$ cat config.mk
export PLATFORM = sky130hd
export DESIGN_NAME = uart_number_tx
export DESIGN_NICKNAME = d
export VERILOG_FILES = /design/src/rtl/uart_number_tx.sv
export SDC_FILE = /design/constraint.sdc
export NUM_CORES = 1
export LEC_CHECK = 0
export CELL_PAD_IN_SITES_DETAIL_PLACEMENT = 1
export CELL_PAD_IN_SITES_GLOBAL_PLACEMENT = 1
export CORE_UTILIZATION = 50
export DETAILED_ROUTE_END_ITERATION = 10
export DONT_BUFFER_PORTS = 1
export PLACE_DENSITY_LB_ADDON = 0.1
export SETUP_SLACK_MARGIN = 0.02
export SYNTH_ARGS = -nofsm -noshare
export SYNTH_HDL_FRONTEND = slang
export SYNTH_SLANG_ARGS = --single-unit
$ cat constraint.sdc
create_clock -name clk -period 5.8 [get_ports clk]
set_clock_uncertainty 0.15 [all_clocks]
set_input_delay 0.58 -clock clk [delete_from_list [all_inputs] [get_ports clk]]
set_output_delay 0.58 -clock clk [all_outputs]
set_load 0.005 [all_outputs]
$ cat src/rtl/uart_number_tx.sv
// rtl/uart_number_tx.sv - sends a latched hex number as uppercase ASCII 8N1 characters over a UART line.
// Define UART_NUMBER_TX_CRLF_EN to append CR, LF after the digits of every message.
module uart_number_tx #(
    parameter int BOARD_CLOCK_FREQUENCY_IN_HZ = 100_000_000,
    parameter int BAUD_RATE                   = 115_200,
    parameter int NUMBER_OF_DIGITS            = 4,
    parameter int NUMBER_OF_BITS_PER_DIGIT    = 4
) (
    input  logic                                                 clk,
    input  logic                                                 rst,
    input  logic                                                 send,
    input  logic [NUMBER_OF_DIGITS*NUMBER_OF_BITS_PER_DIGIT-1:0] number,
    output logic                                                 tx,
    output logic                                                 busy,
    output logic                                                 done
);

    localparam int CLKS_PER_BIT = BOARD_CLOCK_FREQUENCY_IN_HZ / BAUD_RATE;
`ifdef UART_NUMBER_TX_CRLF_EN
    localparam int NUM_CHARS = NUMBER_OF_DIGITS + 2;
`else
    localparam int NUM_CHARS = NUMBER_OF_DIGITS;
`endif
    localparam int NW = NUMBER_OF_DIGITS * NUMBER_OF_BITS_PER_DIGIT;
    localparam int BW = (CLKS_PER_BIT > 1) ? $clog2(CLKS_PER_BIT) : 1;
    localparam int CW = $clog2(NUM_CHARS + 1);
    localparam logic [BW-1:0] BAUD_LAST = BW'(CLKS_PER_BIT - 1);
    localparam logic [CW-1:0] CHAR_LAST = CW'(NUM_CHARS - 1);

    typedef enum logic [1:0] {S_IDLE, S_START, S_DATA, S_STOP} state_t;

    state_t          r_state;
    state_t          w_next;
    logic [BW-1:0]   r_baud;
    logic [2:0]      r_bit;
    logic [CW-1:0]   r_char;
    logic [NW-1:0]   r_number;
    logic            r_done;
    logic            w_bit_end;
    logic            w_last_char;
    logic [3:0]      w_nibble;
    logic [7:0]      w_char;

    assign w_bit_end   = (r_baud == BAUD_LAST);
    assign w_last_char = (r_char == CHAR_LAST);
    // The latched number shifts left one digit per character, so the top nibble is always current.
    assign w_nibble    = r_number[NW-1 -: 4];
    assign done        = r_done;

    always_comb begin
        w_char = (w_nibble < 4'd10) ? (8'h30 + {4'h0, w_nibble}) : (8'h37 + {4'h0, w_nibble});
`ifdef UART_NUMBER_TX_CRLF_EN
        if (r_char == CW'(NUMBER_OF_DIGITS)) begin
            w_char = 8'h0D;
        end else if (r_char == CW'(NUMBER_OF_DIGITS + 1)) begin
            w_char = 8'h0A;
        end
`endif
    end

    always_ff @(posedge clk) begin
        if (rst) begin
            r_state <= S_IDLE;
            r_baud  <= '0;
            r_bit   <= '0;
            r_char  <= '0;
            r_done  <= 1'b0;
        end else begin
            r_state <= w_next;
            r_done  <= (r_state == S_STOP) && (w_next == S_IDLE);
            if (r_state == S_IDLE || w_bit_end) begin
                r_baud <= '0;
            end else begin
                r_baud <= r_baud + 1'b1;
            end
            if (r_state == S_DATA && w_bit_end) begin
                r_bit <= r_bit + 3'd1;
            end
            if (r_state == S_IDLE) begin
                r_char <= '0;
            end else if (r_state == S_STOP && w_bit_end) begin
                r_char <= r_char + 1'b1;
            end
            if (r_state == S_IDLE && send) begin
                r_number <= number;
            end else if (r_state == S_STOP && w_bit_end) begin
                r_number <= r_number << 4;
            end
        end
    end

    always_comb begin
        w_next = r_state;
        case (r_state)
            S_IDLE:  if (send) w_next = S_START;
            S_START: if (w_bit_end) w_next = S_DATA;
            S_DATA:  if (w_bit_end && r_bit == 3'd7) w_next = S_STOP;
            S_STOP:  if (w_bit_end) w_next = w_last_char ? S_IDLE : S_START;
            default: w_next = S_IDLE;
        endcase
    end

    always_comb begin
        tx   = 1'b1;
        busy = 1'b1;
        case (r_state)
            S_IDLE:  busy = 1'b0;
            S_START: tx   = 1'b0;
            S_DATA:  tx   = w_char[r_bit];
            S_STOP:  tx   = 1'b1;
            default: busy = 1'b0;
        endcase
    end

endmodule

==> results of run 1 <==
-- cells in the final DEF (no fill, tap or decap), types with 2 or more instances in the layout --
cell	n
nand2_1	7
clkinv_4	2
mux2_2	13
nand2b_1	3
edfxtp_1	16
o32ai_1	3
xnor2_1	7
dfxtp_1	19
nand4_1	4
and3_1	7
clkbuf_4	5
ha_1	6
nor3_1	3
nor2_1	20
nand3_1	9
xor2_1	2
o21ai_0	2
a21oi_1	9
nor2b_1	2
inv_1	13
-- metrics by stage --
step	power, mW	hold slack (ps)	worst slack, ps	util [%]
global route	0.450	113	2970	55.0
floorplan	0.296	267	3140	-
CTS	0.437	123	3070	55.0
global placement	0.297	279	3500	53.2
detailed placement	0.298	310	3460	53.2
finish	0.432	135	3090	55.0
-- per-layer routing --
metal	part of all wire, %	wire length (microns)	global-route usage, %	vias to the layer above
met1	45	1430	25.5	584
li1	-	-	-	605
met5	0	0	0	-
met3	3.7	118	5.88	10
met2	49	1560	30.0	21
met4	2.8	88	9.74	0
-- path summary, 6_finish.rpt --
| path | to | slack [ps] | depth (start not counted) |
|---|---|---|---|
| worst max-delay path | tx | 3090 | 6 |
| worst min register to register | r_baud[0] | 320 | 1 |
| worst min-delay path | r_state[1] | 130 | 1 |
| worst max register to register | r_number[13] | 3530 | 6 |
-- state kept, by name, indices dropped and copies added, names as in the netlist --
| name | flops |
|---|---|
| r_state | 2 |
| r_baud | 10 |
| r_char | 3 |
| r_number | 16 |
| r_bit | 3 |
| done | 1 |
-- layout make-up --
type / instances / area share, %
inverter: 13 / 2.66
tap: 46 / 3.13
sequential: 35 / 46.9
timing repair buffer: 1 / 0.409
clock inverter: 3 / 1.36
clock buffer: 5 / 2.04
multi-input combinational: 114 / 43.5
-- critical path, stage by stage, from the launching register on --
cell	delay (ps)
edfxtp_1	480
inv_1	90
ha_1	190
and4b_1	200
a21oi_1	40
o311a_1	290
a222oi_1	340
-- power by group --
group / internal (mW) / leakage (nW) / switching [mW] / total (mW)
clock network: 0.0485 / 0.0314 / 0.0908 / 0.139
registers: 0.265 / 0.303 / 0.00415 / 0.269
logic: 0.0117 / 0.297 / 0.0116 / 0.0233
total: 0.325 / 0.631 / 0.107 / 0.432
-- cells by family after synthesis --
family / Yosys count / share of synthesized area, %
AOI/OAI and AO/OA: 22 / 8.76
and+or+nand+nor: 64 / 19.9
adders and majority gates: 6 / 4.31
buffers and inverters: 17 / 4.74
DFF: 35 / 49.4
xor gates and xnor gates: 9 / 4.52
muxes: 13 / 8.40
==> impl_metrics.tcl, run 1 <==
set metrics [dict create \
    hold_path.class "primary input to register" \
    grt_antenna_before_repair 0 \
    p_leak_nw 0.631 \
    die_h_microns 61.0 \
    status "finished clean" \
    dp_hpwl_microns 2360 \
    firstDrtPassIters 4 \
    synth.yosys.seq_area_share_pct 49.4 \
    port-buffer-count 0 \
    vias 1220 \
    cts_tree "built" \
    tightest_slew_ps 493 \
    vdd_drop_max_mv 0.112 \
    drt_iter0_markers 74 \
    slew_headroom_pct 67.1 \
    globalplace.congestion 0.739 \
    ys.flop_type "dfxtp_1" \
    fmax_ghz 0.368 \
    syn_inst 166 \
    finalSetupTns_ps 0 \
    synthTopCellsByArea "edfxtp_1, dfxtp_1, mux2_2" \
    grtUsageTotal_pct 19.7 \
    die_w_microns 61.0 \
    place_inst 209 \
    p_per_area_nw_per_um2 235 \
    finalNonFillerCells 217 \
    setup_viol 0 \
    crit_type "register to output port" \
    grt_setup_unrepaired "false" \
    r2r_start "r_baud[0]" \
    routed_wl_microns 3200 \
    hold_violations 0 \
    placed_cell_area_sq_um 1770 \
    synth_cell_types 39 \
    area_growth_pct 5.38 \
    fill_cells 390 \
    detail_route.wl_per_cell_microns 14.7 \
    ctsResizeCount 0 \
    cts_buffers 5 \
    synthTopCellsByCount "nor2_1, dfxtp_1, edfxtp_1, inv_1, mux2_2" \
    insertion_delay_ps 350 \
    yosys_warnings 0 \
    critPathArrivalTime_ps 1980 \
    grt_first_pass_wirelength_microns 5200 \
    cts-htree-levels 2 \
    grt.overflow.total 0 \
    final_layout_size_suffix_gt1_share_pct 15.8 \
    drc 0 \
    min_period_ps 2710 \
    crit_start "r_number[13]" \
    grt_start_max_net_pins 17 \
    syn-num-nets 191 \
    postRouteAntennaNets 0 \
    cts.clk_slew.worst_paths_ps 110 \
    cp-start-kind "register" \
    maxSlewViolCount 0 \
    hp-start "rst" \
    synth_edf_count 16 \
    async_flop_share_pct 0 \
    layout.nets 195 \
    die-area_sq_um 3730 \
    yosysMostFrequentCell "nor2_1" \
    critPathCaptureType "output port" \
    avgSynthCellArea_sq_um 10.5 \
    cts-root-buf "clkbuf_4" \
    cts_hold_buf 0 \
    design_area_sq_um 1840 \
    cts.sinks 35 \
    core.rowCount 21 \
    ff_latch_area_sq_um 861 \
    synth_top_area_share_pct 27.6 \
    grt_pass1_vias 1135 \
    vias_per_cell 5.62 \
    n_antenna_cell 0 \
    multi_input_area_sq_um 800 \
    fin_crit_sh_pct 46.8 \
    cap_violations 0 \
    netlist_area_sq_um 1740 \
    coreArea_sq_um 3340 \
    yosysTopAreaCell "edfxtp_1" \
    io_pins 22 \
    cp_max_fo 7 \
    initial_utilization_pct 52.2 \
    postCtsSetupRepairBufs 0 \
    ys_ff_latch 35 \
    clock_path_buffers 2 \
    crit_required_ps 5070 \
]
No activity file was read; power rests on OpenSTA's default activity.
==> inputs of run 2 (changes only) <==
--- a/config.mk
+++ b/config.mk
@@ -7,7 +7,7 @@
 export LEC_CHECK = 0
 export CELL_PAD_IN_SITES_DETAIL_PLACEMENT = 1
 export CELL_PAD_IN_SITES_GLOBAL_PLACEMENT = 1
-export CORE_UTILIZATION = 50
+export CORE_UTILIZATION = 44
 export DETAILED_ROUTE_END_ITERATION = 10
 export DONT_BUFFER_PORTS = 1
 export PLACE_DENSITY_LB_ADDON = 0.1
==> constraint.sdc (replaced) <==
create_clock -name clk -period 2.4 [get_ports clk]
set_clock_uncertainty 0.15 [all_clocks]
set_input_delay 0.24 -clock clk [delete_from_list [all_inputs] [get_ports clk]]
set_output_delay 0.24 -clock clk [all_outputs]
set_load 0.005 [all_outputs]
==> run 2 against run 1 <==
Power grew to 3.1 times the previous value. Hold slack worse by 120 ps. Critical path type unchanged. Largest power group unchanged. First-iteration DRC count is 15% lower. Highest routed layer unchanged. Cell count is 2.8% higher.
==> impl_metrics.tcl, run 2 (same netlist as run 1, synthesis figures left out) <==
set metrics [dict create \
    status "finished clean" \
    min_period_ps 2310 \
    largest_reg_flops 16 \
    tightest_slew_ps 520 \
    finalSetupTns_ps 0 \
    die-area_sq_um 4220 \
    place_inst 213 \
    n_antenna_cell 0 \
    crit_type "register to output port" \
    p_per_area_nw_per_um2 688 \
    final_common_cell "nor2_1" \
    p_leak_nw 0.685 \
    finalNonFillerCells 223 \
    die_w_microns 64.9 \
    cap_violations 0 \
    final_layout_size_suffix_gt1_share_pct 18.3 \
    hold_path.class "primary input to register" \
    crit_required_ps 2010 \
    area_growth_pct 12.7 \
    grt_first_pass_wirelength_microns 6120 \
    clock_path_buffers 2 \
    critPathBufInv 1 \
    firstDrtPassIters 4 \
    setup_viol 0 \
    grt_setup_unrepaired "false" \
    maxSlewViolCount 0 \
    critPathArrivalTime_ps 1920 \
    critPathTopFamily "compound AO/OA/AOI/OAI gates" \
    cts.clk_slew.worst_paths_ps 70 \
    routed_wl_microns 3700 \
    layout.nets 199 \
    core.rowCount 22 \
    fill_cells 424 \
    cts.sinks 35 \
    largest-register "r_number" \
    vias 1253 \
    fmax_ghz 0.432 \
    post-route-util_pct 52.9 \
    coreArea_sq_um 3720 \
    grt_antenna_before_repair 0 \
    multi_input_area_sq_um 806 \
    detail_route.wl_per_cell_microns 16.6 \
    vias_per_cell 5.62 \
    cts-root-buf "clkbuf_8" \
    hold_violations 0 \
    ff_latch_area_sq_um 861 \
    io_pins 22 \
    port-buffer-count 0 \
    grt.overflow.total 0 \
    grt_pass1_vias 1310 \
    drt_iter0_markers 63 \
    dp_hpwl_microns 2630 \
    cts-htree-levels 2 \
    max_stage_delay_ps 410 \
    drc 0 \
    die_h_microns 64.9 \
    grt_start_max_net_pins 17 \
    final_cell_mix "nor2_1, dfxtp_1, edfxtp_1" \
    slew_headroom_pct 65.3 \
    cp_max_fo 4 \
    insertion_delay_ps 280 \
    cts_buffers 5 \
    globalplace.congestion 0.758 \
    postRouteAntennaNets 0 \
    initial_utilization_pct 46.9 \
    critPathCaptureType "output port" \
    cp-start-kind "register" \
    grtUsageTotal_pct 19.6 \
    vdd_drop_max_mv 0.516 \
    slowest_stage "edfxtp_1" \
    worstPathCellList "inv_1 > ha_2 > and4b_1 > a21oi_1 > o311a_1 > a222oi_1" \
    holdWs_ps 19.9 \
    largestRegisters "r_number (16), r_baud (10)" \
    fin_crit_sh_pct 96.4 \
    cts_tree "built" \
]
## run 2: cell types whose count changed in the layout (fill, tap and decap cells not counted)
cell           change
ha_2               +1
clkbuf_4           -5
a21oi_2            +1
buf_4              +2
bufinv_16          +2
ha_1               -1
clkbuf_8           +5
a21oi_1            -1
dlygate4sd3_1      +1
buf_12             +1
clkinv_4           -2
## run 2: through the flow
step / setup WS [ps] / power [mW] / cell area, sq um
after floorplan: 64.9 / 0.716 / 1750
after global placement: 261 / 0.723 / 1810
after detailed placement: 170 / 0.729 / 1810
after CTS: 62.9 / 1.36 / 1960
after global routing: 10.0 / 1.40 / 1960
final: 87.2 / 1.35 / 1960
## run 2: path summary, 6_finish.rpt
| kind | start | endpoint | slack (ps) | depth (start not counted) |
|---|---|---|---|---|
| worst max-delay path | r_number[12] | tx | 90 | 6 |
| worst min-delay path | number[10] | r_number[10] | 20 | 1 |
| worst max register to register | r_baud[0] | r_number[6] | 180 | 6 |
| worst min register to register | r_baud[0] | r_baud[0] | 330 | 1 |
## run 2: routing by layer
layer	vias to the layer above	part of all wire (%)	track usage, %
li1	615	-	-
met1	615	44	23.4
met2	16	52	33.5
met3	7	2.3	4.58
met4	0	1.4	8.06
met5	-	0	0
## run 2: power breakdown
part / switching, mW / internal, mW / total (mW) / leakage, nW
registers: 0.0101 / 0.641 / 0.651 / 0.303
clock network: 0.218 / 0.414 / 0.632 / 0.0644
logic: 0.0343 / 0.0345 / 0.0687 / 0.318
## run 2: what timing repair did
item	in CTS	in global routing
hold buffers	1	0
endpoints found under the setup margin	1	1
pin swaps	1	1
setup buffers	1	0
hold endpoints to repair	9	0
resized for setup	0	1
## run 2: final cells by class
| class | instances | share of cell area, % |
|---|---|---|
| clock buffers | 5 | 3.50 |
| clock inverters | 3 | 3.44 |
| inverters | 13 | 2.48 |
| multi-input cells | 114 | 41.0 |
| flip-flops and latches | 35 | 43.8 |
| well taps | 48 | 3.06 |
| repair buffers | 5 | 2.68 |
## run 2: worst register-to-register path, cell delays in order (launching register included)
cell and delay (ps):
dfxtp_1 370, ha_1 270, or4b_4 510, nor2_1 110, nand4_1 140, a21oi_2 220, buf_12 170
==> inputs of run 3 (changes only) <==
==> constraint.sdc (replaced) <==
create_clock -name clk -period 2.4 [get_ports clk]
set_clock_uncertainty 0.15 [all_clocks]
set_input_delay 0.24 -clock clk [delete_from_list [all_inputs] [get_ports clk]]
set_output_delay 0.24 -clock clk [all_outputs]
set_load 0.01 [all_outputs]
==> run 3 against run 2 <==
Sequential power barely moved. Count of clock-buffer cells in the layout did not move. Via count rose by 0.88%. First-iteration DRC count did not move. Maximum frequency fell by 1.5%. Register-to-register slack improved by 20 ps. Cell area barely moved. Core utilization barely moved. Clock power fell by 16%. Cell count rose by 1.3%. Non-clock buffer count rose by 3. Hold slack got worse by 4.0 ps.
==> impl_metrics.tcl, run 3 (same netlist as run 1, synthesis figures left out) <==
set metrics [dict create \
    critPathBufInv 2 \
    status "finished clean" \
    critPathArrivalTime_ps 1960 \
    initial_utilization_pct 46.9 \
    drt_iter0_markers 63 \
    routed_wl_microns 3690 \
    setup_viol 0 \
    max_stage_delay_ps 410 \
    maxSlewViolCount 0 \
    cts.clk_slew.worst_paths_ps 70 \
    hold_path_end "r_number[13]" \
    firstDrtPassIters 4 \
    vias 1264 \
    worstPathCellList "inv_1 > ha_2 > and4b_1 > a21oi_1 > o311a_1 > a222oi_1 > buf_4" \
    path_depth 7 \
    cts-root-buf "clkbuf_8" \
    insertion_delay_ps 290 \
    vias_per_cell 5.59 \
    largest-register "r_number" \
    grt_antenna_before_repair 0 \
    dp_hpwl_microns 2700 \
    die_h_microns 64.9 \
    area_growth_pct 12.6 \
    grtUsageTotal_pct 20.2 \
    fill_cells 425 \
    placed_cell_area_sq_um 1820 \
    p_sw_mw 0.267 \
    tightest_slew_ps 550 \
    final_layout_size_suffix_gt1_share_pct 19.7 \
    holdWs_ps 15.9 \
    ff_latch_area_sq_um 861 \
    p_sw_share_pct 21.3 \
    hp-start "number[13]" \
    coreArea_sq_um 3720 \
    port-buffer-count 0 \
    fin_crit_sh_pct 97.8 \
    p_comb_share_pct 5.8 \
    n_antenna_cell 0 \
    core.rowCount 22 \
    slew_headroom_pct 63.3 \
    io_pins 22 \
    final_common_cell "nor2_1" \
    r2r_end "r_number[1]" \
    hold_violations 0 \
    cts_buffers 5 \
    p_leak_nw 0.693 \
    hold_path.class "primary input to register" \
    seq_power_share_pct 51.9 \
    vdd_drop_max_mv 0.418 \
    crit_start "r_number[12]" \
    layout.nets 202 \
    slowest_stage "edfxtp_1" \
    crit_required_ps 2010 \
    globalplace.congestion 0.771 \
    grt_pass1_vias 1355 \
    cts.sinks 35 \
    cts-htree-levels 2 \
    final_cell_mix "nor2_1, dfxtp_1, edfxtp_1" \
    grt_start_max_net_pins 17 \
    critPathTopFamily "compound AO/OA/AOI/OAI gates" \
    ff2ff_path_depth 6 \
    cp-start-kind "register" \
    die_w_microns 64.9 \
    design_area_sq_um 1960 \
    fmax_ghz 0.426 \
    clock_path_buffers 2 \
    p_per_area_nw_per_um2 639 \
    place_inst 214 \
    rrSetupSlack_ps 200 \
    die-area_sq_um 4220 \
    detail_route.wl_per_cell_microns 16.3 \
    cts_tree "built" \
    finalSetupTns_ps 0 \
    r2r_start "r_baud[0]" \
    drc 0 \
    critPathCaptureType "output port" \
    cp_max_fo 3 \
    crit_type "register to output port" \
    cap_violations 0 \
    cell_internal_pwr_mw 0.987 \
    multi_input_area_sq_um 806 \
    largestRegisters "r_number (16), r_baud (10)" \
    min_path_cells 1 \
    largest_reg_flops 16 \
    postRouteAntennaNets 0 \
    power_frac_clock_pct 42.3 \
    min_period_ps 2350 \
    grt_setup_unrepaired "true" \
    finalPower_mw 1.25 \
    grt.overflow.total 0 \
    finalNonFillerCells 226 \
    grt_first_pass_wirelength_microns 6260 \
]
## run 3: power groups by stage
| stage | combinational, mW | clock, mW | sequential [mW] |
|---|---|---|---|
| after detailed placement | 0.0662 | 0 | 0.665 |
| final | 0.0726 | 0.531 | 0.651 |
| after global placement | 0.0619 | 0 | 0.664 |
| after floorplan | 0.0575 | 0 | 0.660 |
| after CTS | 0.0720 | 0.540 | 0.651 |
| after global routing | 0.0804 | 0.564 | 0.653 |
## run 3: worst max path at each step
stage             endpoint  slack (ps)
6_report                tx          50
5_1_grt                 tx         -90
4_1_cts                 tx          30
3_5_place_dp   r_number[6]         220
3_3_place_gp   r_number[2]         260
2_1_floorplan  r_number[0]          60
## run 3: metrics by stage
stage | worst slack (ps) | util (%)
floorplan | 64.9 | -
CTS | 30.1 | 52.4
detailed placement | 216 | 48.9
global placement | 258 | 48.9
finish | 52.3 | 52.8
global route | -91.4 | 52.8
## run 3: layer usage
metal	vias up	wire length, microns	GRT usage, %
li1	620	-	-
met1	620	1530	22.6
met2	18	1980	35.4
met3	6	127	5.28
met4	0	59	9.17
met5	-	0	0
## run 3: layout make-up
type | instances | area share, %
repair buffers | 8 | 3.82
flip-flops and latches | 35 | 43.8
well taps | 48 | 3.06
clock inverters | 3 | 2.23
multi-input cells | 114 | 41.0
clock buffers | 5 | 3.51
inverters | 13 | 2.49
## run 3: repair_timing
action | CTS | global route
setup buffers | 1 | 2
hold buffers | 1 | 0
gates resized for setup | 1 | 0
endpoints found under the setup margin | 1 | 1
cloned | 0 | 0
pin swaps | 0 | 2
hold endpoints to repair | 9 | 0
